File: config.mk
export PLATFORM = sky130hd
export DESIGN_NAME = fifo_rd_stream_flat
export DESIGN_NICKNAME = d
export VERILOG_FILES = /design/src/rtl/fifo_rd_stream_if.sv /design/src/rtl/fifo_rd_stream.sv /design/src/flat_wrapper.sv
export SDC_FILE = /design/constraint.sdc
export NUM_CORES = 1
export LEC_CHECK = 0
export CORE_UTILIZATION = 37
export DETAILED_ROUTE_END_ITERATION = 12
export PLACE_DENSITY = 0.64
export SETUP_SLACK_MARGIN = 0.2
export SYNTH_ARGS = -nofsm -noshare
export SYNTH_HDL_FRONTEND = slang
export SYNTH_SLANG_ARGS = --single-unit
File: constraint.sdc
create_clock -name clk -period 2.3 [get_ports clk]
set_input_delay 0.575 -clock clk [delete_from_list [all_inputs] [get_ports clk]]
set_output_delay 0.575 -clock clk [all_outputs]
set_load 0.005 [all_outputs]
File: src/rtl/fifo_rd_stream_if.sv
// FIFO read port plus outgoing valid/ready stream for the read-side drain engine.
// master = drain engine side, slave = FIFO/consumer environment side.
interface fifo_rd_stream_if #(
  parameter int DATA_SIZE = 8
);
  logic                 fifo_empty;
  logic [DATA_SIZE-1:0] fifo_rd_data;
  logic                 fifo_rd_en;
  logic [DATA_SIZE-1:0] m_data;
  logic                 m_valid;
  logic                 m_ready;
  logic                 m_last;
  logic                 flush;
  logic [1:0]           occupancy;

  modport master (
    input  fifo_empty, fifo_rd_data, m_ready, flush,
    output fifo_rd_en, m_data, m_valid, m_last, occupancy
  );

  modport slave (
    output fifo_empty, fifo_rd_data, m_ready, flush,
    input  fifo_rd_en, m_data, m_valid, m_last, occupancy
  );
endinterface

File: src/rtl/fifo_rd_stream.sv
// Drains a 1-cycle-latency FIFO read port into a valid/ready stream through a head+skid buffer.
// Pops are credit-limited so the two buffer entries can never overflow; m_last marks burst ends.
module fifo_rd_stream #(
  parameter int DATA_SIZE = 8,
  parameter int BURST_LEN = 4
) (
  input logic             clk,
  input logic             reset,
  fifo_rd_stream_if.master bus
);
  localparam logic [7:0] LAST_BEAT = 8'(BURST_LEN - 1);

  logic [DATA_SIZE-1:0] head_q, head_d;
  logic [DATA_SIZE-1:0] skid_q, skid_d;
  logic [1:0]           occ_q, occ_d;
  logic [7:0]           beat_q, beat_d;
  logic                 inflight_q;
  logic                 discard_q, discard_d;

  logic                 pop;
  logic                 cap;
  logic                 rd_en;
  logic [2:0]           credit;

  always_comb begin
    pop    = (occ_q != 2'd0) & bus.m_ready;
    credit = {1'b0, occ_q} + {2'b00, inflight_q} - {2'b00, pop};
    rd_en  = !reset & !bus.fifo_empty & !bus.flush & (credit < 3'd2);
    // A word returning during a flush cycle is dropped along with the buffer.
    cap    = inflight_q & !discard_q & !bus.flush;

    head_d    = head_q;
    skid_d    = skid_q;
    occ_d     = occ_q;
    beat_d    = beat_q;
    discard_d = 1'b0;

    if (bus.flush) begin
      occ_d     = 2'd0;
      beat_d    = 8'd0;
      discard_d = inflight_q;
    end else begin
      if (pop) begin
        beat_d = (beat_q == LAST_BEAT) ? 8'd0 : beat_q + 8'd1;
      end
      case (occ_q)
        2'd0: begin
          if (cap) begin
            head_d = bus.fifo_rd_data;
            occ_d  = 2'd1;
          end
        end
        2'd1: begin
          if (pop && cap) begin
            head_d = bus.fifo_rd_data;
          end else if (pop) begin
            occ_d = 2'd0;
          end else if (cap) begin
            skid_d = bus.fifo_rd_data;
            occ_d  = 2'd2;
          end
        end
        default: begin
          if (pop) begin
            head_d = skid_q;
            if (cap) begin
              skid_d = bus.fifo_rd_data;
            end else begin
              occ_d = 2'd1;
            end
          end
        end
      endcase
    end
  end

  always_ff @(posedge clk or posedge reset) begin
    if (reset) begin
      head_q     <= '0;
      skid_q     <= '0;
      occ_q      <= 2'd0;
      beat_q     <= 8'd0;
      inflight_q <= 1'b0;
      discard_q  <= 1'b0;
    end else begin
      head_q     <= head_d;
      skid_q     <= skid_d;
      occ_q      <= occ_d;
      beat_q     <= beat_d;
      inflight_q <= rd_en;
      discard_q  <= discard_d;
    end
  end

  assign bus.fifo_rd_en = rd_en;
  assign bus.m_data     = head_q;
  assign bus.m_valid    = (occ_q != 2'd0);
  assign bus.m_last     = (occ_q != 2'd0) & (beat_q == LAST_BEAT);
  assign bus.occupancy  = occ_q;
endmodule
File: src/flat_wrapper.sv
// flat-port wrapper written by rule: the top's interface ports become plain ports
module fifo_rd_stream_flat 
#(
  parameter int DATA_SIZE = 8,
  parameter int BURST_LEN = 4
)
  (clk, reset, bus_fifo_empty, bus_fifo_rd_data, bus_m_ready, bus_flush, bus_fifo_rd_en, bus_m_data, bus_m_valid, bus_m_last, bus_occupancy);
  fifo_rd_stream_if #(.DATA_SIZE(DATA_SIZE)) bus_i ();
  input logic clk;
  input logic reset;
  input wire logic [$bits(bus_i.fifo_empty)-1:0] bus_fifo_empty;
  input wire logic [$bits(bus_i.fifo_rd_data)-1:0] bus_fifo_rd_data;
  input wire logic [$bits(bus_i.m_ready)-1:0] bus_m_ready;
  input wire logic [$bits(bus_i.flush)-1:0] bus_flush;
  output wire logic [$bits(bus_i.fifo_rd_en)-1:0] bus_fifo_rd_en;
  output wire logic [$bits(bus_i.m_data)-1:0] bus_m_data;
  output wire logic [$bits(bus_i.m_valid)-1:0] bus_m_valid;
  output wire logic [$bits(bus_i.m_last)-1:0] bus_m_last;
  output wire logic [$bits(bus_i.occupancy)-1:0] bus_occupancy;
  assign bus_i.fifo_empty = bus_fifo_empty;
  assign bus_i.fifo_rd_data = bus_fifo_rd_data;
  assign bus_i.m_ready = bus_m_ready;
  assign bus_i.flush = bus_flush;
  assign bus_fifo_rd_en = bus_i.fifo_rd_en;
  assign bus_m_data = bus_i.m_data;
  assign bus_m_valid = bus_i.m_valid;
  assign bus_m_last = bus_i.m_last;
  assign bus_occupancy = bus_i.occupancy;
  fifo_rd_stream #(.DATA_SIZE(DATA_SIZE), .BURST_LEN(BURST_LEN)) u_core (.clk(clk), .reset(reset), .bus(bus_i));
endmodule
======== Yosys cells after proc, flatten, opt, wreduce, memory -nomap -nowiden ========
Cells that the tools add are included.
storage, ports and cells
  register bits ........................... 28
  bits in latches ......................... 0
  memory bits (writable) .................. 0
  ROM bits ................................ 0
  bits of input ports ..................... 13
  output and inout port bits .............. 13
  memories ................................ 0
operators by class
  add/subtract/negate cells ............... 3
  multiply operators ...................... 0
  div/mod/pow operators ................... 0
  order comparisons ....................... 1
  equality and inequality tests ........... 10
  shift operators ......................... 0
  multiplexer cells ....................... 21
  bitwise logic cells ..................... 9
  reductions and logical operators ........ 14
operator list
  cell                                                                    count
  8-bit 2-to-1 mux                                                        10
  8-bit case mux with 2 select lines                                      2
  2-bit 2-to-1 mux                                                        7
  5-bit AND reduction                                                     2
  8-bit by 1-bit adder with 8-bit output (second input constant)          1
  8-bit by 2-bit equality test with 1-bit output (second input constant)  1
  1-bit AND                                                               7
  2-bit nonzero test                                                      3
  1-bit zero test                                                         4
  2-bit by 1-bit != test with 1-bit output (second input constant)        2
  2-bit != test (second input constant)                                   2
  4-bit by 2-bit != test with 1-bit output (second input constant)        1
  4-bit != test (second input constant)                                   1
  2-bit case mux with 2 select lines                                      1
  4-bit AND reduction                                                     1
  4-bit nonzero test                                                      1
  2-bit by 1-bit adder with 3-bit output                                  1
  3-bit by 2-bit < comparator with 1-bit output (second input constant)   1
  3-bit by 2-bit != test with 1-bit output (second input constant)        1
  3-bit != test (second input constant)                                   1
  3-bit nonzero test                                                      1
  3-bit by 1-bit subtractor with 3-bit output                             1
  2-bit by 1-bit equality test with 1-bit output (second input constant)  1
  2-bit zero test                                                         1
  3 further kinds                                                         4

======== Logic depth before layout (Yosys ltp) ========
Gate-level depths: netlist of run 1.
  depth after elaboration ................. 8
  depth in mapped cells ................... 7
  mapped depth without buffers ............ 6

======== Least setup slack after synthesis of run 1 ========
OpenSTA, ideal clock, no wires.
  path type ............................... register -> output
  from .................................... reg u_core.occ_q[1] (netlist: u_core.bus.occupancy[1])
  to ...................................... out bus_fifo_rd_en
  data arrival time ....................... 1.638 ns
  data required time ...................... 1.725 ns
  path slack .............................. 0.087 ns
  stages on the path, launching flop included .. 8
  buffers on the path ..................... 1
  cell sequence ........................... dfrtp_1 clkbuf_2 nand2_1 nor2_1 o21ai_0 fa_1 xnor2_1 and4_1
between the ends
  longest elaborated chain between the ends .. 5
  elaborated cells between the ends (all ways) .. 6
  classes of those cells .................. 2 x add/sub; 1 x order compare; 2 x bitwise; 1 x reduce/logical
RTL lines
  element                                                                         line                  RTL
  from (decl)                                                                     fifo_rd_stream.sv:15  logic [1:0] occ_q, occ_d;
  from (signal assigned)                                                          fifo_rd_stream.sv:81  occ_q <= 2'd0;
  from (signal assigned)                                                          fifo_rd_stream.sv:88  occ_q <= occ_d;
  branches (longest 2 deep; another with 2-bit by 1-bit adder with 3-bit output)  --
  3-bit by 1-bit subtractor with 3-bit output *                                   fifo_rd_stream.sv:27  credit = {1'b0, occ_q} + {2'b00, inflight_q} - {2'b00, pop};
  3-bit by 2-bit < comparator with 1-bit output *                                 fifo_rd_stream.sv:28  rd_en = !reset & !bus.fifo_empty & !bus.flush & (credit < 3'd2);
  1-bit AND *                                                                     fifo_rd_stream.sv:28
  to (decl)                                                                       flat_wrapper.sv:15    output wire logic [$bits(bus_i.fifo_rd_en)-1:0] bus_fifo_rd_en;
Mark *: on every way between the ends.

======== Final worst setup path of run 1 ========
  from .................................... in bus_m_ready
  to ...................................... out bus_fifo_rd_en
between the ends
  longest elaborated chain between the ends .. 4
RTL lines
  element                                        line                  RTL
  from (decl)                                    flat_wrapper.sv:13    input wire logic [$bits(bus_i.m_ready)-1:0] bus_m_ready;
  1-bit AND                                      fifo_rd_stream.sv:26  pop = (occ_q != 2'd0) & bus.m_ready;
  3-bit by 1-bit subtractor with 3-bit output    fifo_rd_stream.sv:27
  3-bit by 2-bit < comparator with 1-bit output  fifo_rd_stream.sv:28
  1-bit AND                                      fifo_rd_stream.sv:28
Every way passes these cells.

==> results.txt, run 1 <==
Setup slack of the most critical reg-to-reg path: 0.35 ns
Count of antenna-violating nets left after detailed routing: 0
Clk sink count: 28
Number of antenna repair diodes: 0
Post-synthesis average cell area: 10.8 um2
Net count of the mapped netlist: 145
Total of warnings raised by yosys: 0
Area growth from synthesis to layout: 41.1%
HPWL after DPL: 2170 um
Post-synth cell types: 32
Fraction of layout cells with a size suffix above 1: 0.277
Input/output buffers: 25
Clk pin slew, worst setup/hold paths: 0.09 ns
Count leader, synth: dfrtp_1
CTS buffer count: 3
Worst hold path stage count: 2
Worst setup SP type: input pin
Largest fanout of any net on the critical path: 7
Final net count: 194
Post-route standard cell area excluding fillers: 0.00198 mm2
Routed length per placed instance: 13.9 um
TritonCTS clock tree: done
Largest buffer count on any clock path: 2
Power per cell area: 532 mW/mm2
Portion of the clock cycle consumed by the worst path in the final layout: 1.04
H-Tree Level Count: 1
Minimum setup slack in the final design: -0.103 ns
Total Neg Setup Slack: -0.103 ns
FF-to-FF path depth: 7
Compound-cell area share of the yosys netlist: 0.106
CP required: 1.73 ns
Post-synthesis async set-or-reset flop share: 1.00
Die boundary height: 63.6 um
Floorplan die area: 0.00404 mm2
Worst relative slew slack: 0.719
Mux contribution to synthesized area: 0.157
Crit path arrival time: 1.83 ns
Synth top area share: 0.500
End point of the worst hold path: u_core.bus.m_data[2]
Clock Latency Late Sink: 0.27 ns
Placed standard-cell area: 0.00182 mm2
Hold buffer count at CTS: 0
Via-to-Cell Ratio: 5.00
Leakage power total: 0.000919 uW
Startpoint of the worst-slack reg-to-reg timing path: u_core.bus.occupancy[1]
Max-cap check violation count: 0
Most frequently used flop master after synthesis: dfrtp_1
Worst-case vdd ir drop: 286 uV
Post-route minimum period: 2.40 ns
Worst hold path class: reg2reg
Setup Crit Path Kind: in2out
Post-synthesis register bit count: 28
Gate count after technology mapping: 130
Sequential fraction of the synthesis area: 0.500
Fraction of the mapped netlist area in adder cells: 0.0232
Cells along the critical path: buf_4 -> nand2_4 -> nor2_4 -> buf_4 -> fa_2 -> and4_1 -> buf_2
Cell with the largest stage delay on the worst path: fa_2
Worst Skew: 0.00704 ns
Core area: 0.00366 mm2
Result of the run: finished, violations left
Largest family of logic cells by synthesized area: multiplexers
Total routing resource utilization after global routing: 0.170
Final setup viols: 1
Number of antenna violations at the first check in global routing: 0
Top post-synthesis cells by area: dfrtp_1, mux2_4, mux2i_1, o21ai_0, nand2_1
Critical hold path startpoint: u_core.bus.m_data[2]
Area share of and/or/nand/nor cells after synthesis: 0.145
Number of global-route vias before repair: 1203
Most frequent CP cell: buf_4
Routed wire length: 3130 um
Number of placed I/O pins: 26
Slew @ Worst Pin: 0.418 ns
Total overflow reported by the global router: 0
Number of placement rows: 22
Delay of the slowest critical-path stage: 0.53 ns
Max-slew violation count: 0
Detailed-routing iteration count for the pre-antenna-repair pass: 4
Iteration-0 DRC Markers: 54
Setup crit end kind: output port
Number of synthesized flops with an enable pin: 0
Final number of hold-violating endpoints: 0
Number of remaining DRC errors: 0
Chip Width: 63.6 um
Failing checks: setup timing
Cell accounting for the most synthesized area: dfrtp_1
First-pass GRT wire length: 5370 um
Mapped cell area: 0.00140 mm2
Setup repair after global routing missed its margin: true
Xor and xnor area share after synthesis: 0.0375
Library cell used as clock root buffer: clkbuf_8
Pin count of the biggest net entering global routing: 29
Most common library cells after synthesis: dfrtp_1, nand2_1, o21ai_0, mux2i_1, nor2_1
Upper clock frequency limit: 416 MHz
Number of vias in the routed layout: 1126
Worst reg2reg path endpoint: u_core.skid_q[3]
Routability congestion estimate from global placement: 0.835
Initial standard-cell utilization of the core: 0.383
-- metal layers --
layer	global-route usage	vias to the layer above	part of all wire
met2	0.295	33	0.51
met3	0.0326	2	0.043
met5	0	-	0
li1	-	546	-
met1	0.211	545	0.45
met4	0.0511	0	0.0042
-- cells in the final DEF (no fill, tap or decap), types with 2 or more instances in the layout --
master,instances
nand2b_1,2
inv_1,3
nand2_1,14
mux2i_1,10
and3_1,2
a21oi_1,5
and2_1,2
xnor2_1,3
mux2_4,8
nand3_1,2
o21ai_0,13
clkdlybuf4s50_1,21
dfrtp_1,28
nor2_4,2
clkbuf_8,3
nor2_1,8
buf_4,24
nand4_1,3
buf_12,2
xor2_1,3
-- registers in the layout, indices dropped and copies added, names as in the netlist --
register              count
u_core.beat_q             8
u_core.bus.m_data         8
u_core.skid_q             8
u_core.bus.occupancy      2
u_core.discard_q          1
u_core.inflight_q         1
-- worst max-delay path by stage --
| stage | start | endpoint |
|---|---|---|
| 2_1_floorplan | u_core.bus.occupancy[1] | bus_fifo_rd_en |
| 3_3_place_gp | bus_m_ready | bus_fifo_rd_en |
| 3_5_place_dp | bus_m_ready | bus_fifo_rd_en |
| 4_1_cts | u_core.bus.occupancy[1] | bus_fifo_rd_en |
| 5_1_grt | u_core.bus.occupancy[0] | bus_fifo_rd_en |
| 6_report | bus_m_ready | bus_fifo_rd_en |
-- final cells by class --
| cell class | instances | area, um2 |
|---|---|---|
| Clock buffer | 3 | 41.3 |
| Timing Repair Buffer | 50 | 453 |
| Fill cell | 343 | 1680 |
| Multi-Input combinational cell | 93 | 713 |
| Tap cell | 48 | 60.1 |
| Inverter | 3 | 11.3 |
| Sequential cell | 28 | 701 |
-- per-stage QoR --
stage	power (uW)	utilization	setup WS (ns)	std cells	hold WS [ns]
6_report	1050	0.541	-0.103	225	0.495
5_1_grt	1120	0.541	-0.155	225	0.543
4_1_cts	1070	0.531	-0.0987	221	0.504
3_5_place_dp	800	0.497	-1.05	211	0.481
3_3_place_gp	790	0.497	-0.958	211	0.467
2_1_floorplan	665	-	0.192	130	0.466
-- report_power, final --
group          internal [uW]  switching [uW]
registers                545            34.0
logic                    137            81.4
clock network            117             139
-- logic make-up after synthesis --
| group | count (synthesis) |
|---|---|
| buf+inv | 9 |
| simple gates | 42 |
| flops | 28 |
| mux | 18 |
| fa+ha+maj | 2 |
| xor+xnor | 6 |
| compound gates | 25 |
-- worst max-delay path: cells and delay by family --
kind,cells,cell delay [ns]
buffers and inverters,3,0.41
AND/OR/NAND/NOR,3,0.32
adder cells (fa/ha/maj),1,0.53
-- what timing repair did --
action	CTS	global route
cloned	0	0
setup buffers	7	4
setup endpoints to repair	13	3
pin swaps	1	5
endpoints found under the hold margin	0	0
resized for setup	20	4
(Power assumes the default switching activity.)
==> run 2, diff against run 1 <==
Settings changed: CORE_UTILIZATION 37 to 51, PLACE_DENSITY 0.64 to 0.82.
==> results.txt, run 2 (synthesized netlist as in run 1, its figures left out) <==
Number of vias in the routed layout: 1134
Uppermost layer routed: met4
End point of the worst hold path: u_core.bus.m_data[0]
Number of placed I/O pins: 26
Failing checks: setup timing
Startpoint of the worst-slack reg-to-reg timing path: u_core.bus.occupancy[1]
Hold buffer count at CTS: 0
Final number of hold-violating endpoints: 0
Routability congestion estimate from global placement: 0.799
Routed wire length: 3060 um
WL met1: 1340 um
Max-cap check violation count: 0
Minimum setup slack in the final design: -0.138 ns
Setup crit end kind: output port
Routed length per placed instance: 14.8 um
Area of combinational cells with multiple inputs: 713 um2
Leakage power total: 0.000921 uW
Final setup viols: 1
Floorplan die area: 0.00296 mm2
Post-route minimum period: 2.44 ns
Most frequent standard cell in the layout excluding fill and tap cells: dfrtp_1
Setup repair after global routing missed its margin: true
Number of antenna violations at the first check in global routing: 0
Result of the run: finished, violations left
CP required: 1.73 ns
Total routing resource utilization after global routing: 0.242
DP Cell Count: 193
Chip Width: 54.4 um
Worst hold path class: reg2reg
Max-slew violation count: 0
FF/Latch Area: 701 um2
Worst hold path stage count: 2
Slew @ Worst Pin: 0.476 ns
Die boundary height: 54.4 um
Setup slack of the most critical reg-to-reg path: 0.27 ns
Power per cell area: 569 mW/mm2
Placed standard-cell area: 0.00180 mm2
FF-to-FF path depth: 8
Input/output buffers: 25
Number of global-route vias before repair: 1153
HPWL after DPL: 1970 um
Core area: 0.00254 mm2
Initial standard-cell utilization of the core: 0.551
Library cell used as clock root buffer: clkbuf_4
Pin count of the biggest net entering global routing: 29
Via-to-Cell Ratio: 5.50
Non-filler instance count after layout: 206
Clk pin slew, worst setup/hold paths: 0.15 ns
Final net count: 192
Critical hold path startpoint: u_core.bus.m_data[0]
Worst reg2reg path endpoint: u_core.skid_q[6]
Total overflow reported by the global router: 0
Total Neg Setup Slack: -0.138 ns
Area growth from synthesis to layout: 39.0%
Worst Skew: 0.00243 ns
TritonCTS clock tree: done
Clock Latency Late Sink: 0.32 ns
Number of antenna repair diodes: 0
Worst relative slew slack: 0.680
First-pass GRT wire length: 5020 um
Fill cell count: 167
Total chip power: 1110 uW
Number of placement rows: 18
Largest buffer count on any clock path: 2
Number of remaining DRC errors: 0
Detailed-routing iteration count for the pre-antenna-repair pass: 4
Post-route standard cell area excluding fillers: 0.00195 mm2
Count of antenna-violating nets left after detailed routing: 0
WL met3: 122 um
Length of routed met2 wiring: 1590 um
Fraction of layout cells with a size suffix above 1: 0.278
Worst-case vdd ir drop: 508 uV
CTS buffer count: 3
H-Tree Level Count: 1
Setup Crit Path Kind: reg2out
Largest fanout of any net on the critical path: 3
Post-Place Worst Slack: -0.900 ns
Upper clock frequency limit: 410 MHz
Most frequent cells in the layout: dfrtp_1, clkdlybuf4s50_1, buf_4
Crit path arrival time: 1.86 ns
Iteration-0 DRC Markers: 13
Portion of the clock cycle consumed by the worst path in the final layout: 1.06
Clk sink count: 28
Worst setup SP type: flop
## run 2: cell types whose count changed in the layout (fill, tap and decap cells not counted), moves of 2 or more
cell	before	now
buf_2	1	3
clkbuf_8	3	0
buf_4	24	20
clkbuf_4	0	3
## run 2: metrics by stage
step / hold WS, ns / util
3_5_place_dp: 0.476 / 0.706
5_1_grt: 0.531 / 0.766
6_report: 0.506 / 0.766
2_1_floorplan: 0.466 / -
3_3_place_gp: 0.464 / 0.706
4_1_cts: 0.514 / 0.757
## run 2: worst max-delay path by stage
stage | slack [ns] | endpoint | cells after the start | startpoint
floorplan | 0.19 | bus_fifo_rd_en | 6 | u_core.bus.occupancy[1]
global placement | -0.86 | bus_fifo_rd_en | 7 | bus_m_ready
detailed placement | -0.90 | bus_fifo_rd_en | 7 | bus_m_ready
CTS | -0.13 | bus_fifo_rd_en | 5 | u_core.bus.occupancy[0]
global route | -0.22 | bus_fifo_rd_en | 6 | u_core.bus.occupancy[0]
finish | -0.14 | bus_fifo_rd_en | 5 | u_core.bus.occupancy[0]
## run 2: repair_timing
item | CTS | global route
gates resized for setup | 22 | 4
setup buffers | 6 | 3
setup endpoints to repair | 4 | 5
pin swaps | 2 | 5
## run 2: power by group
| part | switching [uW] | internal (uW) |
|---|---|---|
| clock network | 144 | 176 |
| registers | 31.7 | 545 |
| logic | 79.4 | 133 |
## run 2: critical path, stage by stage, from the launching register on
cell and delay, ns:
dfrtp_1 0.46, nor2b_4 0.20, o21ai_2 0.07, fa_2 0.51, and4_1 0.19, buf_2 0.11
## run 2: cell type report
class                           count  area share
Clock buffer                        3      0.0116
Tap cell                           30      0.0193
Sequential cell                    28       0.359
Multi-Input combinational cell     93       0.366
Clock inverter                      1      0.0154
Inverter                            3     0.00578
Timing Repair Buffer               48       0.223
## run 2: routing by layer
layer,GRT usage,up-vias
met3,0.0389,2
met1,0.294,554
met5,0,-
li1,-,548
met2,0.415,30
met4,0.115,0
